$ cat config.mk
export PLATFORM = sky130hd
export DESIGN_NAME = div_ctrl
export DESIGN_NICKNAME = d
export VERILOG_FILES = /design/src/rtl/div_ctrl_pkg.sv /design/src/rtl/div_step.sv /design/src/rtl/div_ctrl.sv
export SDC_FILE = /design/constraint.sdc
export NUM_CORES = 1
export LEC_CHECK = 0
export CORE_MARGIN = 5
export CORE_UTILIZATION = 38
export CTS_CLUSTER_DIAMETER = 30
export DETAILED_ROUTE_END_ITERATION = 10
export GPL_ROUTABILITY_DRIVEN = 0
export PLACE_DENSITY = 0.61
export REMOVE_ABC_BUFFERS = 1
export SLEW_MARGIN = 20
export SYNTH_ARGS = -nofsm -noshare
export SYNTH_HDL_FRONTEND = slang
export SYNTH_SLANG_ARGS = --single-unit
$ cat constraint.sdc
create_clock -name clk -period 13 [get_ports clk]
set_input_delay 1.95 -clock clk [delete_from_list [all_inputs] [get_ports clk]]
set_output_delay 1.95 -clock clk [all_outputs]
set_load 0.01 [all_outputs]
$ cat src/rtl/div_ctrl_pkg.sv
`default_nettype none
// ============================================================================
// Module      : div_ctrl_pkg
// Description : Shared widths and divider FSM state encodings for the EX-stage
//               DIV/DIVU sequencer.
// Revision    : 1.0 - initial release
// ============================================================================
package div_ctrl_pkg;

  // Architectural register width and the HI/LO pair width
  localparam int REG_DATA_WIDTH    = 32;
  localparam int DOUBLE_DATA_WIDTH = 2 * REG_DATA_WIDTH;

  // Divider sequencer states (2-bit encoding)
  localparam logic [1:0] DIV_IDLE = 2'd0;
  localparam logic [1:0] DIV_ZERO = 2'd1;
  localparam logic [1:0] DIV_RUN  = 2'd2;
  localparam logic [1:0] DIV_DONE = 2'd3;

endpackage
`default_nettype wire

$ cat src/rtl/div_step.sv
`default_nettype none
// ============================================================================
// Module      : div_step
// Description : One combinational restoring-division iteration. Shifts the next
//               dividend bit into the partial remainder and subtracts the
//               divisor when it fits.
// Revision    : 1.0 - initial release
// ============================================================================
module div_step #(
  parameter int DATA_WIDTH = 32
) (
  input  logic [DATA_WIDTH-1:0] rem_in,
  input  logic                  dividend_bit,
  input  logic [DATA_WIDTH-1:0] divisor,
  output logic [DATA_WIDTH-1:0] rem_out,
  output logic                  q_bit
);

  // Partial remainder keeps the bit shifted out of rem_in so that divisors
  // above the half-range still compare correctly in unsigned mode.
  logic [DATA_WIDTH:0] w_partial;

  // Trial subtraction: quotient bit is 1 when the divisor fits
  always_comb begin
    w_partial = {rem_in, dividend_bit};
    q_bit     = (w_partial >= {1'b0, divisor});
    rem_out   = q_bit ? (w_partial[DATA_WIDTH-1:0] - divisor)
                      : w_partial[DATA_WIDTH-1:0];
  end

endmodule
`default_nettype wire

$ cat src/rtl/div_ctrl.sv
`default_nettype none
// ============================================================================
// Module      : div_ctrl
// Description : Iterative 32-step restoring divider sequencer for DIV/DIVU in
//               the EX stage. Raises stall_req while working and returns
//               {remainder, quotient} for the HI/LO write.
//               Optional macro DIV_ZERO_FAST_EN: a zero divisor bypasses the
//               iteration through a single ZERO cycle.
// Revision    : 1.0 - initial release
// ============================================================================
module div_ctrl
  import div_ctrl_pkg::*;
#(
  parameter int DATA_WIDTH = REG_DATA_WIDTH
) (
  input  logic                    clk,
  input  logic                    rst_n,
  input  logic                    start,
  input  logic                    signed_div,
  input  logic [DATA_WIDTH-1:0]   opdata1,
  input  logic [DATA_WIDTH-1:0]   opdata2,
  input  logic                    annul,
  output logic [2*DATA_WIDTH-1:0] result,
  output logic                    ready,
  output logic                    busy,
  output logic                    stall_req
);

  localparam logic [DATA_WIDTH-1:0] c_all_ones = '1;
  localparam logic [DATA_WIDTH-1:0] c_zero     = '0;
  localparam logic [5:0]            c_last_cnt = 6'(DATA_WIDTH - 1);

  logic [1:0]              r_state;
  logic [5:0]              r_cnt;
  logic [DATA_WIDTH-1:0]   r_rem;
  logic [DATA_WIDTH-1:0]   r_dq;        // dividend shifts out MSB, quotient fills LSB
  logic [DATA_WIDTH-1:0]   r_divisor;
  logic [DATA_WIDTH-1:0]   r_op1_raw;   // original dividend, returned on divide by zero
  logic                    r_signed;
  logic                    r_sign_q;
  logic                    r_sign_r;
  logic [2*DATA_WIDTH-1:0] r_result;
  logic                    r_ready;

  logic [DATA_WIDTH-1:0]   w_abs1;
  logic [DATA_WIDTH-1:0]   w_abs2;
  logic [DATA_WIDTH-1:0]   w_rem_next;
  logic                    w_q_bit;
  logic [DATA_WIDTH-1:0]   w_quot_raw;
  logic [2*DATA_WIDTH-1:0] w_final;

  div_step #(
    .DATA_WIDTH (DATA_WIDTH)
  ) u_step (
    .rem_in       (r_rem),
    .dividend_bit (r_dq[DATA_WIDTH-1]),
    .divisor      (r_divisor),
    .rem_out      (w_rem_next),
    .q_bit        (w_q_bit)
  );

  // Operand magnitudes for capture; the most negative value maps to itself
  always_comb begin
    w_abs1 = (signed_div && opdata1[DATA_WIDTH-1]) ? -opdata1 : opdata1;
    w_abs2 = (signed_div && opdata2[DATA_WIDTH-1]) ? -opdata2 : opdata2;
  end

  // Result of the last iteration with sign correction or divide-by-zero value
  always_comb begin
    w_quot_raw = {r_dq[DATA_WIDTH-2:0], w_q_bit};
    if (r_divisor == c_zero) begin
      w_final = {r_op1_raw, c_all_ones};
    end else begin
      w_final[DATA_WIDTH-1:0]            = (r_signed && r_sign_q) ? -w_quot_raw : w_quot_raw;
      w_final[2*DATA_WIDTH-1:DATA_WIDTH] = (r_signed && r_sign_r) ? -w_rem_next : w_rem_next;
    end
  end

  // Sequencer: capture, iterate, hold result until EX drops start
  always_ff @(posedge clk) begin
    if (!rst_n) begin
      r_state   <= DIV_IDLE;
      r_cnt     <= 6'd0;
      r_rem     <= c_zero;
      r_dq      <= c_zero;
      r_divisor <= c_zero;
      r_op1_raw <= c_zero;
      r_signed  <= 1'b0;
      r_sign_q  <= 1'b0;
      r_sign_r  <= 1'b0;
      r_result  <= '0;
      r_ready   <= 1'b0;
    end else if (annul) begin
      // Flush wins over everything; the last result stays visible
      r_state <= DIV_IDLE;
      r_cnt   <= 6'd0;
      r_ready <= 1'b0;
    end else begin
      case (r_state)
        DIV_IDLE: begin
          if (start) begin
            r_cnt     <= 6'd0;
            r_rem     <= c_zero;
            r_dq      <= w_abs1;
            r_divisor <= w_abs2;
            r_op1_raw <= opdata1;
            r_signed  <= signed_div;
            r_sign_q  <= signed_div & (opdata1[DATA_WIDTH-1] ^ opdata2[DATA_WIDTH-1]);
            r_sign_r  <= signed_div & opdata1[DATA_WIDTH-1];
`ifdef DIV_ZERO_FAST_EN
            r_state   <= (opdata2 == c_zero) ? DIV_ZERO : DIV_RUN;
`else
            r_state   <= DIV_RUN;
`endif
          end
        end
        DIV_RUN: begin
          r_rem <= w_rem_next;
          r_dq  <= w_quot_raw;
          r_cnt <= r_cnt + 6'd1;
          if (r_cnt == c_last_cnt) begin
            r_state  <= DIV_DONE;
            r_result <= w_final;
            r_ready  <= 1'b1;
          end
        end
`ifdef DIV_ZERO_FAST_EN
        DIV_ZERO: begin
          r_state  <= DIV_DONE;
          r_result <= {r_op1_raw, c_all_ones};
          r_ready  <= 1'b1;
        end
`endif
        DIV_DONE: begin
          if (!start) begin
            r_state <= DIV_IDLE;
            r_ready <= 1'b0;
          end
        end
        default: begin
          r_state <= DIV_IDLE;
          r_ready <= 1'b0;
        end
      endcase
    end
  end

  assign result    = r_result;
  assign ready     = r_ready;
  assign busy      = (r_state != DIV_IDLE);
  assign stall_req = start & ~r_ready & ~annul;

endmodule
`default_nettype wire
[Word level (Yosys, flattened, before mapping)]
Index checks and enable logic that the tools add are counted.
Word-level totals
  register bits: 204
  bits in latches: 0
  memory bits (writable): 0
  memory bits (read-only): 0
  bits of input ports: 69
  output and inout bits: 67
  logic and storage cells: 67
  memories: 0
Operators by class
  $add $sub $neg: 6
  $mul: 0
  div/mod/pow operators: 0
  order comparisons: 1
  eq/ne operators: 6
  shift-type cells: 0
  mux-type cells: 19
  bitwise operators: 9
  reductions and logical operators: 15
Operators by type and width (count)
  two-way mux 32 bit: 7
  negator 32 bit: 4
  one-hot mux 32 bit (2 select lines): 2
  two-way mux 64 bit: 1
  >= comparator 33 x 32 -> 1 bit: 1
  zero test 32 bit: 1
  subtractor 32 bit: 1
  AND reduction 3 bit: 5
  one-hot mux 6 bit (2 select lines): 1
  adder 6 x 1 -> 6 bit, second input constant: 1
  == test 6 x 5 -> 1 bit, second input constant: 1
  two-way mux 2 bit: 3
  two-way mux 6 bit: 1
  != test 2 bit, second input constant: 3
  one-hot mux 2 bit (3 select lines): 1
  bitwise AND 1 bit: 4
  == test 2 bit, second input constant: 2
  logical AND 1 bit: 4
  inverter 1 bit: 4
  nonzero test 2 bit: 2
  one-hot mux 1 bit (3 select lines): 1
  zero test 2 bit: 1
  two-way mux 1 bit: 2
  AND reduction 2 bit: 1
  2 further kinds: 2

[Depth between registers and ports, before layout]
  depth in word-level cells: 5
  gate-level depth with buffers: 22
  depth with buffers taken out: 19

[Cells and area by module]
Synthesis repeated with hierarchy kept, for this count alone.
Second synthesis, totals
  cells, all modules: 1748
  area total of the unflattened synthesis: 12922.4 sq um
By module, submodules not included
  div_ctrl: times used 1, cells each 1356, area an instance 10423.7 sq um, seq. area each 4083.9 sq um
  div_step: times used 1, cells each 392, area an instance 2498.6 sq um, seq. area each 0.0 sq um

[Worst setup path after synthesis]
OpenSTA, ideal clock, no wires.
  path kind: input to register
  start: in opdata2[8]
  end: reg r_divisor[29]
  library setup time: 0.086 ns
  arrival time: 4.295 ns
  data required time: 12.914 ns
  path slack: 8.619 ns
  stages on the path: 10
  path buffers: 0
  cell sequence: or4_1 -> or3_1 -> nor3_2 -> nand2_1 -> nor3_1 -> nand3b_1 -> o41ai_1 -> xnor2_1 -> nor2_1 -> a211oi_1
On the way
  word-level cells in the longest chain between the ends: 2
Ends and longest elaborated chain
  start: declaration: line div_ctrl.sv:21  | input logic [DATA_WIDTH-1:0] opdata2,
  negator 32 bit: line div_ctrl.sv:65  | w_abs2 = (signed_div && opdata2[DATA_WIDTH-1]) ? -opdata2 : opdata2;
  two-way mux 32 bit: line div_ctrl.sv:65
  end signal: assignment: line div_ctrl.sv:86  | r_divisor <= c_zero;
  end signal: assignment: line div_ctrl.sv:105  | r_divisor <= w_abs2;
  end: declaration: line div_ctrl.sv:37  | logic [DATA_WIDTH-1:0] r_divisor;
No other way between the ends.
A chain may end at the register's enable or synchronous reset.

[Worst setup path after layout]
  start: in annul
  end: out stall_req
On the way
  word-level cells in the longest chain between the ends: 2
Ends and longest elaborated chain
  start: declaration: line div_ctrl.sv:22  | input logic annul,
  inverter 1 bit (no line)
  bitwise AND 1 bit: line div_ctrl.sv:151  | assign stall_req = start & ~r_ready & ~annul;
  end: declaration: line div_ctrl.sv:26  | output logic stall_req
No other way between the ends.

==> results.md <==
- Outcome: complete, no violations
- Residual DRC: 0
- Startpoint Class: primary input
- Max Freq: between 0.15 and 0.2 GHz
- Fin crit share: between 40% and 50%
- RSZ-0062 raised after global routing: false
- Detailed Place HPWL: just under 30 mm
- Number of cell rows: about 70
- # fillers: approximately 3.5k
- CTS Sinks: 204
- Final Setup Violations: 0
- Worst Hold Class: flip-flop to flip-flop
- Rel. slew slack: between 30% and 40%
- 1st-pass router iterations: 5
- Vias: 13.1k
- CTS H-tree lvls: 2
- Starting density of the core: about two fifths
- Post-CTS Repair Setup Buffers: 0
- Initial DRC count: around 1.1k
- ANT cells: 0
- Area Growth Syn to Fin: 25.3%
- Design Power: roughly 2400 uW
- Fin Setup TNS: 0 ns
- Synth top area share: a little under a third
- WHS: around 0.45 ns
- Final Critical Period: 5.35 ns
- Required @ worst endpoint: about 11 ns
- Synth Register Bits: between 200 and 250
- CP endpoint kind: output port
- Detailed Route WL: ~41 mm
- Vias in the first global route: roughly 12k
- Layout Utilization: between 40 and 50%
- Max-cap viol count: 0
- Clk Latency, worst-skew pair: about 0.58 ns
- Post-synth EDFFs: 0
- Io pins: ~140
- Async SR Flop Fraction: 0%
- Flop-to-flop setup slack: ~7.7 ns
- Final Max Tran Viols: 0
- Crit Path Class: primary input to output port
- Synthesized area per cell: 7.47 um^2
- GRT Total Usage: roughly a fifth
- Clk_skew: 0.0532 ns
- PortBufs: around 140
- Main flop type after synthesis: dfxtp_1
- Post-Syn Area: about 0.013 mm^2
- Sequential area share after synthesis: between 30 and 40%
- Post_cts resized: 0
- Routed len/inst: 17.3 um
- Share of layout cells above drive strength 1: roughly 8.0%
- First-pass GRT wire length: approximately 66 mm
- Routed Antenna Nets: 0
- CTS tree: done
- Leakage power: 0.00607 uW
- Fin nets: between 1.5k and 2k
- Die Wd: 198 um
- Cts bufs inserted: 52
- CTS max path bufs: 3
- Die Area: a little under 0.04 mm^2
- Initial antenna violation count: 0
- Worst Path Max Fanout: 7
- Slew @ Worst Pin: 0.970 ns
- Core ar.: approximately 0.035 mm^2
- Hold Fails Final Rpt: 0
- Crit path DAT: between 3 and 4 ns
- Root buffer cell: clkbuf_16
- DIE HEIGHT: a little under 200 um
- Yosys top cell by area: dfxtp_1
- Worst-path clk slew: ~0.040 ns
- YS warnings: 0
- Netlist cell types: 98
- Ranking of synthesized cells by area: dfxtp_1, a21oi_1, nor2_1, nand2_1, xor2_1
- Largest net degree at the start of global routing: between 90 and 100
- Cells after Synth: 1800
- Worst IR Drop VDD: approximately 96 uV
- CTS Hold Bufs: 0
- Aggregate global routing overflow: 0
- Detailed-route vias per instance: around 5.5
- Power Density: about 140 mW/mm^2
==> routing by layer <==
metal  track usage (%)  vias to the layer above  part of all wire, %
met5                 0                        -                    0
met4              5.64                        0                  2.2
met3              2.64                       65                  6.0
met2              33.5                      405                   46
met1              28.3                     5930                   46
li1                  -                     6699                    -
==> cell usage after synthesis, drive strengths merged, types with 4 or more instances <==
library cell	number
a211oi	65
a21o	10
a21oi	204
a22oi	25
a311oi	26
a31oi	21
a41oi	8
and2	20
and3	7
and4	9
buf	30
clkbuf	88
dfxtp	204
ha	37
inv	51
mux2i	14
nand2	188
nand2b	9
nand3	37
nand4	13
nand4b	4
nor2	245
nor2b	4
nor3	34
nor4	29
o2111ai	4
o211ai	13
o21a	7
o21ai	121
o21bai	5
o22ai	4
o31a	7
o31ai	20
o41ai	10
or2	12
or3	32
or4	10
xnor2	59
xor2	65
==> layout make-up <==
class	instances	area (um^2)	share of cell area, %
Clock buffer	67	1440	8.53
Clock inverter	27	434	2.58
Timing Repair Buffer	146	1430	8.51
Tap cell	455	569	3.38
Sequential cell	204	4080	24.2
Multi-Input combinational cell	1426	8690	51.6
Inverter	52	198	1.17
==> final timing paths <==
| path | from | endpoint | cells past startpoint |
|---|---|---|---|
| setup reg to reg | r_rem[5]$_SDFFE_PN0P_ | result[62]$_SDFFE_PN0P_ | 16 |
| setup / recovery | annul | stall_req | 4 |
| hold / removal | r_op1_raw[14]$_SDFFE_PN0P_ | r_op1_raw[14]$_SDFFE_PN0P_ | 2 |
| hold reg to reg | r_op1_raw[14]$_SDFFE_PN0P_ | r_op1_raw[14]$_SDFFE_PN0P_ | 2 |
==> placed cells by master (no fill, tap or decap), types with 37 or more instances in the layout <==
master | Yosys | routed
nand2_1 | 187 | 187
a211oi_1 | 62 | 62
clkbuf_16 | 0 | 52
o21ai_0 | 110 | 110
xnor2_1 | 59 | 59
clkdlybuf4s50_1 | 0 | 135
a21oi_1 | 200 | 200
ha_1 | 37 | 37
dfxtp_1 | 204 | 204
xor2_1 | 65 | 65
nor2_1 | 244 | 241
inv_1 | 50 | 50
==> where the power goes <==
group	internal [uW]	total (uW)	leakage, uW	switching, uW
logic	134	355	0.00353	221
registers	647	666	0.00166	18.8
clock network	938	1350	0.000882	413
total	1720	2370	0.00607	652
==> kinds of logic after synthesis <==
family / share of synthesized area [%]
multiplexers: 1.21
XOR/XNOR: 8.08
buffers and inverters: 5.15
adder cells (fa/ha/maj): 3.67
AO/OA/AOI/OAI: 28.2
AND/OR/NAND/NOR: 23.3
flip-flops: 30.4
==> through the flow <==
| step | worst slack, ns | cells | area (um^2) |
|---|---|---|---|
| 2_1_floorplan | 7.96 | 1682 | 12900 |
| 3_3_place_gp | 7.65 | 2283 | 15000 |
| 3_5_place_dp | 7.64 | 2283 | 15000 |
| 4_1_cts | 7.64 | 2377 | 16800 |
| 5_1_grt | 7.36 | 2377 | 16800 |
| 6_report | 7.65 | 2377 | 16800 |
==> registers in the layout, indices dropped and copies added, names as in the netlist <==
name,count
r_sign_r,1
r_signed,1
r_state,2
r_cnt,6
r_op1_raw,32
r_divisor,32
result,64
ready,1
r_dq,32
r_rem,32
r_sign_q,1
==> worst max-delay path, cell delays in order <==
cell and delay, ns:
clkdlybuf4s50_1 0.53, nand2b_1 0.26, nor2_1 0.10, clkdlybuf4s50_1 0.55
(Power assumes the default switching activity.)
